## src/rtl/sparse_fm_encoder.sv

```systemverilog
// rtl/sparse_fm_encoder.sv - raster scan of a dense IFM into a compacted NNV stream (optional SPARSE_THRESHOLD_EN)

`ifndef A_DSP_WIDTH
`define A_DSP_WIDTH 16
`endif
`ifndef FM_SIZE
`define FM_SIZE 4
`endif

module sparse_fm_encoder #(
  parameter int FM_SIZE = `FM_SIZE,
  localparam int AW = $clog2(FM_SIZE * FM_SIZE)
) (
  input  logic                           i_clk,
  input  logic                           i_rst,
  input  logic                           i_start,
  output logic [AW:0]                    o_dense_r_addr,
  input  logic signed [`A_DSP_WIDTH-1:0] i_dense_data,
`ifdef SPARSE_THRESHOLD_EN
  input  logic [`A_DSP_WIDTH-1:0]        i_threshold,
`endif
  output logic                           o_nnv_w_en,
  output logic [AW-1:0]                  o_nnv_w_addr,
  output logic signed [`A_DSP_WIDTH-1:0] o_nnv_data,
  output logic [AW-1:0]                  o_ref_data,
  output logic [AW:0]                    o_values,
  output logic                           o_done
);

  localparam int N  = FM_SIZE * FM_SIZE;
  localparam int W  = `A_DSP_WIDTH;
  localparam int VW = AW + 1;
  localparam logic [AW:0] LAST_ADDR = VW'(N - 1);

  typedef enum logic [1:0] {
    s_idle,
    s_scan,
    s_flush,
    s_done
  } state_t;

  state_t        state_q;
  state_t        state_d;
  logic          flush_q;
  logic          start_scan;
  logic          p_valid;
  logic [AW-1:0] p_addr;
  logic          is_null;

`ifdef SPARSE_THRESHOLD_EN
  logic [W-1:0]  thr_q;
  logic [W-1:0]  abs_val;

  // Magnitude compare against the threshold captured at scan start
  always_comb begin
    abs_val = i_dense_data[W-1] ? W'(-i_dense_data) : W'(i_dense_data);
    is_null = (abs_val <= thr_q);
  end
`else
  // Only an exact zero is dropped
  always_comb begin
    is_null = (i_dense_data == '0);
  end
`endif

  // Next-state logic; start is only honoured while idle or done
  always_comb begin
    state_d    = state_q;
    start_scan = 1'b0;
    case (state_q)
      s_idle: begin
        if (i_start) begin
          state_d    = s_scan;
          start_scan = 1'b1;
        end
      end
      s_scan: begin
        if (o_dense_r_addr == LAST_ADDR) state_d = s_flush;
      end
      s_flush: begin
        if (flush_q) state_d = s_done;
      end
      s_done: begin
        if (i_start) begin
          state_d    = s_scan;
          start_scan = 1'b1;
        end
      end
      default: state_d = s_idle;
    endcase
  end

  // State register plus the two-cycle flush timer
  always_ff @(posedge i_clk) begin
    if (i_rst) begin
      state_q <= s_idle;
      flush_q <= 1'b0;
    end else begin
      state_q <= state_d;
      flush_q <= (state_q == s_flush) && !flush_q;
    end
  end

  // Address generation, RAM-latency alignment and compacted write issue
  always_ff @(posedge i_clk) begin
    if (i_rst) begin
      o_dense_r_addr <= '0;
      o_nnv_w_en     <= 1'b0;
      o_nnv_w_addr   <= '0;
      o_nnv_data     <= '0;
      o_ref_data     <= '0;
      o_values       <= '0;
      o_done         <= 1'b0;
      p_valid        <= 1'b0;
      p_addr         <= '0;
`ifdef SPARSE_THRESHOLD_EN
      thr_q          <= '0;
`endif
    end else begin
      o_nnv_w_en <= 1'b0;
      // Address issued this cycle lines up with RAM data one edge later
      p_valid    <= (state_q == s_scan);
      p_addr     <= o_dense_r_addr[AW-1:0];
      o_done     <= (state_d == s_done);

      if (start_scan) begin
        o_dense_r_addr <= '0;
        o_values       <= '0;
        o_nnv_w_addr   <= '0;
`ifdef SPARSE_THRESHOLD_EN
        thr_q          <= i_threshold;
`endif
      end else if (state_q == s_scan) begin
        // Runs one past the last position so N marks the end of the map
        o_dense_r_addr <= o_dense_r_addr + VW'(1);
      end

      // p_valid is never set while a start is accepted, so no overlap here
      if (p_valid && !is_null) begin
        o_nnv_w_en   <= 1'b1;
        o_nnv_data   <= i_dense_data;
        o_ref_data   <= p_addr;
        o_nnv_w_addr <= o_values[AW-1:0];
        o_values     <= o_values + VW'(1);
      end
    end
  end

endmodule
```

## config.mk

```make
export PLATFORM = sky130hd
export DESIGN_NAME = sparse_fm_encoder
export DESIGN_NICKNAME = d
export VERILOG_FILES = /design/src/rtl/sparse_fm_encoder.sv
export SDC_FILE = /design/constraint.sdc
export NUM_CORES = 1
export LEC_CHECK = 0
export CORE_MARGIN = 5
export CORE_UTILIZATION = 35
export DETAILED_ROUTE_END_ITERATION = 7
export PLACE_DENSITY = 0.61
export SKIP_LAST_GASP = 1
export SYNTH_ARGS = -nofsm -noshare
export SYNTH_HDL_FRONTEND = slang
export SYNTH_SLANG_ARGS = --single-unit
```

## constraint.sdc

```tcl
create_clock -name i_clk -period 5.55 [get_ports i_clk]
set_input_delay 1.11 -clock i_clk [delete_from_list [all_inputs] [get_ports i_clk]]
set_output_delay 1.11 -clock i_clk [all_outputs]
set_load 0.02 [all_outputs]
```

==> results of run 1 <==
logic make-up (layout without fill, tap and decap cells):
| family | Yosys count | after routing | synth area share (%) |
|---|---|---|---|
| fa+ha+maj | 6 | 6 | 4.39 |
| flops | 44 | 44 | 51.5 |
| buf+inv | 15 | 70 | 3.59 |
| xor+xnor | 3 | 3 | 1.54 |
| mux | 15 | 15 | 8.78 |
| simple gates | 70 | 70 | 19.8 |
| compound gates | 25 | 25 | 10.3 |
sequential cells by signal (all words and copies together), names as in the netlist, 2 cells and up:
signal and cells:
o_nnv_data 16, o_dense_r_addr 5, o_values 5, o_nnv_w_addr 4, o_ref_data 4, p_addr 4
state_q 2
power by group:
group	internal (mW)	total [mW]	switching, mW
combinational	0.132	0.275	0.144
clock	0.101	0.202	0.101
sequential	0.355	0.384	0.0297
critical path: cells and delay by family:
kind,cells,cell delay (ps)
AO/OA/AOI/OAI,2,1110
buffers and inverters,3,760
AND/OR/NAND/NOR,2,730
worst paths after layout:
path / end / depth (start not counted) / start / slack (ps)
worst min-delay path: flush_q / 1 / flush_q / 430
worst max-delay path: o_values[2] / 7 / i_dense_data[10] / 2010
worst min register to register: flush_q / 1 / flush_q / 430
worst max register to register: o_values[2] / 5 / state_q[0] / 3760
cell type report:
class                      count  area [µm²]  share of cell area [%]
clock buffer                   7        86.3                    3.57
multi-input combinational    119         767                    31.7
clock inverter                 1        7.51                   0.311
tap                           67        83.8                    3.47
inverter                       6        22.5                   0.932
sequential                    44         881                    36.5
timing repair buffer          56         568                    23.5
routing by layer:
layer	part of all wire, %	GRT usage, %	vias to the layer above
met1	48	15.5	606
met5	0	0	-
li1	-	-	721
met4	0.82	4.05	0
met2	42	18.5	37
met3	9.1	5.19	4
placed cells by master (no fill, tap or decap), drive strengths merged, types with 2 or more instances in the layout:
cell	instances
a211o	2
a21oi	9
buf	2
clkbuf	7
clkdlybuf4s50	54
dfxtp	44
ha	6
inv	6
mux2i	15
nand2	16
nand2b	4
nand3	7
nor2	22
nor2b	6
nor3	3
nor4	2
o21ai	6
or4	4
xor2	2
==> Flow_metrics.wiki, run 1 <==
{| class="wikitable"
! Metric !! Value
|-
| Post-synthesis cell type with the largest combined area || dfxtp_1
|-
| Kind of start point of the critical path || input port
|-
| GRT Util Overall || 12.2%
|-
| PnR worst setup slack || 2010 ps
|-
| Crit path DAT || 3720 ps
|-
| Worst ir drop on vdd || 0.210 mV
|-
| Resized Gates After CTS || 0
|-
| Final Critical Period || 3540 ps
|-
| Relative slew slack || 44.8%
|-
| Buffers inserted during post-CTS setup optimization || 0
|-
| Pwr Density || 357 mW/mm²
|-
| Diodes inserted || 0
|-
| Worst-skew pair later-pin latency || 280 ps
|-
| Hold Violations, Final || 0
|-
| Global-route wire length before repair || 6.15 mm
|-
| Status || finished, final reports clean
|-
| Number of antenna violations at the first check in global routing || 0
|-
| Hold buffer count at cts || 0
|-
| Fin. max-slew vios || 0
|-
| Ranking of synthesized cells by area || dfxtp_1, mux2i_1, nor2_1, ha_1, nand2_1
|-
| Clock tree from TritonCTS || done
|-
| Leading cell type by number of instances after synthesis || dfxtp_1
|-
| Number of distinct standard cells referenced by the synthesized netlist || 34
|-
| Share of flip-flops with an asynchronous set or reset after synthesis || 0%
|-
| Post-Layout Inst Area || 0.00242 mm²
|-
| Die outline height || 79.9 µm
|-
| Fraction of layout instances using a drive strength above 1 || 4.72%
|-
| Placer Congestion || 0.689
|-
| Area after DPL || 0.00232 mm²
|-
| Fmax || 282 MHz
|-
| Max-cap viol count || 0
|-
| Number of buffers added on ports || 54
|-
| Clk slew on worst S/H paths || 70 ps
|-
| Slowest cell on crit path || o41ai_4
|-
| Hold Slack || 428 ps
|-
| Number of placed cells counting well taps || 292
|-
| Detailed-route via count || 1368
|-
| Full die area || 0.00638 mm²
|-
| Setup repair after global routing missed its margin || no
|-
| Worst setup path category || in2reg
|-
| Sinks on the clock net || 44
|-
| Biggest fanout along the worst timing path || 28
|-
| Area share of the largest cell type after synthesis || 51.5%
|-
| Most frequently used flop master after synthesis || dfxtp_1
|-
| GRT overflow || 0
|-
| YS warnings || 0
|-
| # IOs || 55
|-
| Estimated wirelength of the detail-placed design || 2.60 mm
|-
| CTS Buffer Depth || 2
|-
| Highest cell delay on the worst timing path || 810 ps
|-
| Detail-routed via count per cell || 4.56
|-
| Seq cells post-synth || 44
|-
| Iteration-0 DRC Markers || 82
|-
| Area growth, synth to finish || 41.4%
|-
| Commonest cells in the synthesized netlist || dfxtp_1, nor2_1, nand2_1
|-
| Utilization after layout || 51.2%
|-
| Ratio of final minimum period to clock period || 63.8%
|-
| CTS Root Cell || clkbuf_8
|-
| Non-filler cells, final || 300
|-
| Initial standard-cell utilization of the core || 36.2%
|-
| Number of standard-cell rows in the floorplan || 25
|-
| Core area || 0.00472 mm²
|-
| Worst Tran Pin Value || 825 ps
|-
| Critical Path RT || 5720 ps
|-
| Post-Place Worst Slack || 1710 ps
|-
| Lkg Pwr || 0.971 nW
|-
| Hold Crit Class || reg2reg
|-
| Net count, final || 257
|-
| Mapped Area || 0.00171 mm²
|-
| Power Total || 862 µW
|-
| Number of routed nets with antenna violations || 0
|-
| Final setup violation count || 0
|-
| Total Neg Setup Slack || 0 ps
|-
| Synth Net Count || 203
|-
| Maximum number of pins on one net before global-route repair || 42
|-
| DRC viols || 0
|-
| Seq/Total Area, Yosys || 51.5%
|-
| X dimension of the die || 79.9 µm
|-
| Cell count after synthesis || 178
|-
| Number of synthesized flops with an enable pin || 0
|-
| Final clock skew || 5.33 ps
|-
| Average instance area after synthesis || 9.60 µm²
|-
| Worst path cell trace || clkdlybuf4s50_1, or4_1, o41ai_4, buf_12, or2_1, inv_1, a221o_1
|-
| Clock buffers created by TritonCTS || 5
|-
| Via count of the first global-routing pass || 1293
|-
| Overall routed net length || 3.64 mm
|-
| H-tree levels || 2
|-
| Filler cell count || 443
|-
| Detail-routed net length per standard cell || 12.1 µm
|-
| Pre-Repair DR Iteration Count || 4
|-
| Endpoint class of the critical path || flop
|}
No activity file was read; power rests on OpenSTA's default activity.
==> run 2: changes to the inputs <==
--- a/config.mk
+++ b/config.mk
@@ -8,7 +8,7 @@
 export CORE_MARGIN = 5
 export CORE_UTILIZATION = 35
 export DETAILED_ROUTE_END_ITERATION = 7
-export PLACE_DENSITY = 0.61
+export PLACE_DENSITY = 0.64
 export SKIP_LAST_GASP = 1
 export SYNTH_ARGS = -nofsm -noshare
 export SYNTH_HDL_FRONTEND = slang
==> constraint.sdc (replaced) <==
create_clock -name i_clk -period 3.15 [get_ports i_clk]
set_input_delay 0.63 -clock i_clk [delete_from_list [all_inputs] [get_ports i_clk]]
set_output_delay 0.63 -clock i_clk [all_outputs]
set_load 0.02 [all_outputs]
==> Flow_metrics.wiki, run 2 (same netlist as run 1, synthesis figures left out) <==
{| class="wikitable"
! Metric !! Value
|-
| Critical Path RT || 3330 ps (-2390 ps)
|-
| Detail-routed via count per cell || 4.67 (+2.3%)
|-
| Ratio of final minimum period to clock period || 80.5%
|-
| Hold Path End || flush_q
|-
| Hold buffer count at cts || 0 (unchanged)
|-
| Clock buffers created by TritonCTS || 5 (unchanged)
|-
| Crit path DAT || 2720 ps (-1000 ps)
|-
| Detailed-route via count || 1414 (+3.4%)
|-
| Worst-skew pair later-pin latency || 290 ps (about the same)
|-
| Die outline height || 79.9 µm (unchanged)
|-
| Fin. max-slew vios || 0 (unchanged)
|-
| Net count, final || 260 (+1.2%)
|-
| Endpoint class of the critical path || flop
|-
| Flip-flop count of the largest register, all copies and words added || 16 (unchanged)
|-
| Placer Congestion || 0.702 (+1.8%)
|-
| Initial standard-cell utilization of the core || 36.2% (unchanged)
|-
| Pre-Repair DR Iteration Count || 4 (unchanged)
|-
| Via count of the first global-routing pass || 1304 (+0.85%)
|-
| Filler cell count || 442 (-0.23%)
|-
| Resized Gates After CTS || 0 (unchanged)
|-
| Commonest cells after routing, fill and taps aside || clkdlybuf4s50_1, dfxtp_1, nor2_1, nand2_1, mux2i_1
|-
| Top flop regs || o_nnv_data (16), o_dense_r_addr (5), o_values (5)
|-
| DRC viols || 0 (unchanged)
|-
| Final setup violation count || 0 (unchanged)
|-
| Full die area || 0.00638 mm² (unchanged)
|-
| CTS Buffer Depth || 2 (unchanged)
|-
| Worst ir drop on vdd || 0.231 mV (+10%)
|-
| Total Neg Setup Slack || 0 ps (unchanged)
|-
| Length of routed met3 wiring || 264 µm (-20%)
|-
| Final clock skew || 5.47 ps (+0.140 ps)
|-
| Biggest fanout along the worst timing path || 5 (-82%)
|-
| Hold Crit Class || reg2reg
|-
| Buffers inserted during post-CTS setup optimization || 0 (unchanged)
|-
| Number of buffers added on ports || 54 (unchanged)
|-
| Global-route wire length before repair || 6.01 mm (-2.4%)
|-
| Overall routed net length || 3.71 mm (+1.7%)
|-
| Storage cell area || 881 µm² (unchanged)
|-
| Post-Layout Inst Area || 0.00245 mm² (+1.6%)
|-
| Final Critical Period || 2540 ps
|-
| Utilization after layout || 51.9% (+0.79 points)
|-
| Combined area of the multi-input logic cells || 767 µm² (unchanged)
|-
| Reg2Reg Launch Point || state_q[0]
|-
| Number of antenna violations at the first check in global routing || 0 (unchanged)
|-
| R2R cell count || 5 (unchanged)
|-
| Number of routed nets with antenna violations || 0 (unchanged)
|-
| Register with the most flip-flops || o_nnv_data
|-
| Worst Tran Pin Value || 515 ps (-310 ps)
|-
| Hold Violations, Final || 0 (unchanged)
|-
| GRT overflow || 0 (unchanged)
|-
| Iteration-0 DRC Markers || 62 (-24%)
|-
| Power Total || 1.62 mW (+87%)
|-
| Sinks on the clock net || 44 (unchanged)
|-
| Diodes inserted || 0 (unchanged)
|-
| H-tree levels || 2 (unchanged)
|-
| Estimated wirelength of the detail-placed design || 2.69 mm (+3.7%)
|-
| Uppermost routed layer || met4
|-
| Number of standard-cell rows in the floorplan || 25 (unchanged)
|-
| Destination of the worst register-to-register timing path || o_values[2]
|-
| Maximum number of pins on one net before global-route repair || 41 (-2.4%)
|-
| Max-cap viol count || 0 (unchanged)
|-
| GRT Util Overall || 11.9% (-0.26 points)
|-
| Worst hold path depth || 1 (unchanged)
|-
| Clock tree from TritonCTS || done
|-
| CTS Root Cell || clkbuf_8
|-
| Area growth, synth to finish || 43.6%
|-
| Met1 Routed Length || 1.76 mm (+0.29%)
|-
| Relative slew slack || 65.7% (+21 points)
|-
| Core area || 0.00472 mm² (unchanged)
|-
| Fraction of layout instances using a drive strength above 1 || 6.36% (+1.6 points)
|-
| Pwr Density || 659 mW/mm² (+85%)
|-
| Lkg Pwr || 0.995 nW (+2.4%)
|-
| Status || finished, final reports clean
|-
| Clk slew on worst S/H paths || 80 ps (about the same)
|-
| Area after DPL || 0.00233 mm² (+0.43%)
|-
| Most common cell after layout, fill and taps aside || clkdlybuf4s50_1
|-
| Fmax || 394 MHz
|-
| Setup repair after global routing missed its margin || no
|-
| X dimension of the die || 79.9 µm (unchanged)
|-
| Kind of start point of the critical path || input port
|-
| # IOs || 55 (unchanged)
|-
| Worst setup path category || in2reg
|-
| Launch point of the worst hold path || flush_q
|-
| Worst setup slack for register-to-register paths || 1390 ps (-2370 ps)
|-
| Routed wire length on met2 || 1.65 mm (+7.7%)
|-
| Detail-routed net length per standard cell || 12.2 µm (+0.69%)
|}
run 2: worst max-delay path by stage:
stage,end,depth (start not counted),from
2_1_floorplan,o_nnv_data[11],5,i_dense_data[7]
3_3_place_gp,o_values[2],6,i_dense_data[7]
3_5_place_dp,o_values[2],6,i_dense_data[8]
4_1_cts,o_values[2],6,i_dense_data[8]
5_1_grt,o_values[2],6,i_dense_data[7]
6_report,o_values[2],6,i_dense_data[7]
run 2: layer usage:
layer	vias up	global-route usage, %
met5	-	0
met4	0	4.56
met3	2	4.06
met2	40	18.7
met1	646	15.0
li1	726	-
run 2: area by class of cell:
class | instances | share of cell area, %
inverter | 6 | 0.918
multi-input combinational | 119 | 31.3
tap | 67 | 3.42
sequential | 44 | 35.9
clock inverter | 2 | 1.58
timing repair buffer | 59 | 23.6
clock buffer | 6 | 3.37
run 2: where the power goes:
group / total [mW] / internal [mW] / switching (mW) / leakage, nW
Sequential: 0.679 / 0.625 / 0.0541 / 0.356
Combinational: 0.489 / 0.235 / 0.254 / 0.577
Clock: 0.448 / 0.259 / 0.189 / 0.0614
run 2: stage by stage:
stage / setup WS (ps) / hold slack [ps] / instances
global route: 550 / 446 / 303
detailed placement: 304 / 420 / 295
finish: 614 / 436 / 303
global placement: 298 / 408 / 295
CTS: 607 / 433 / 303
floorplan: 774 / 399 / 178
run 2: worst max-delay path: stages:
cell             delay, ps
clkdlybuf4s50_1        410
or4_1                  570
o41ai_4                500
or2_1                  220
inv_1                   70
a221o_1                310
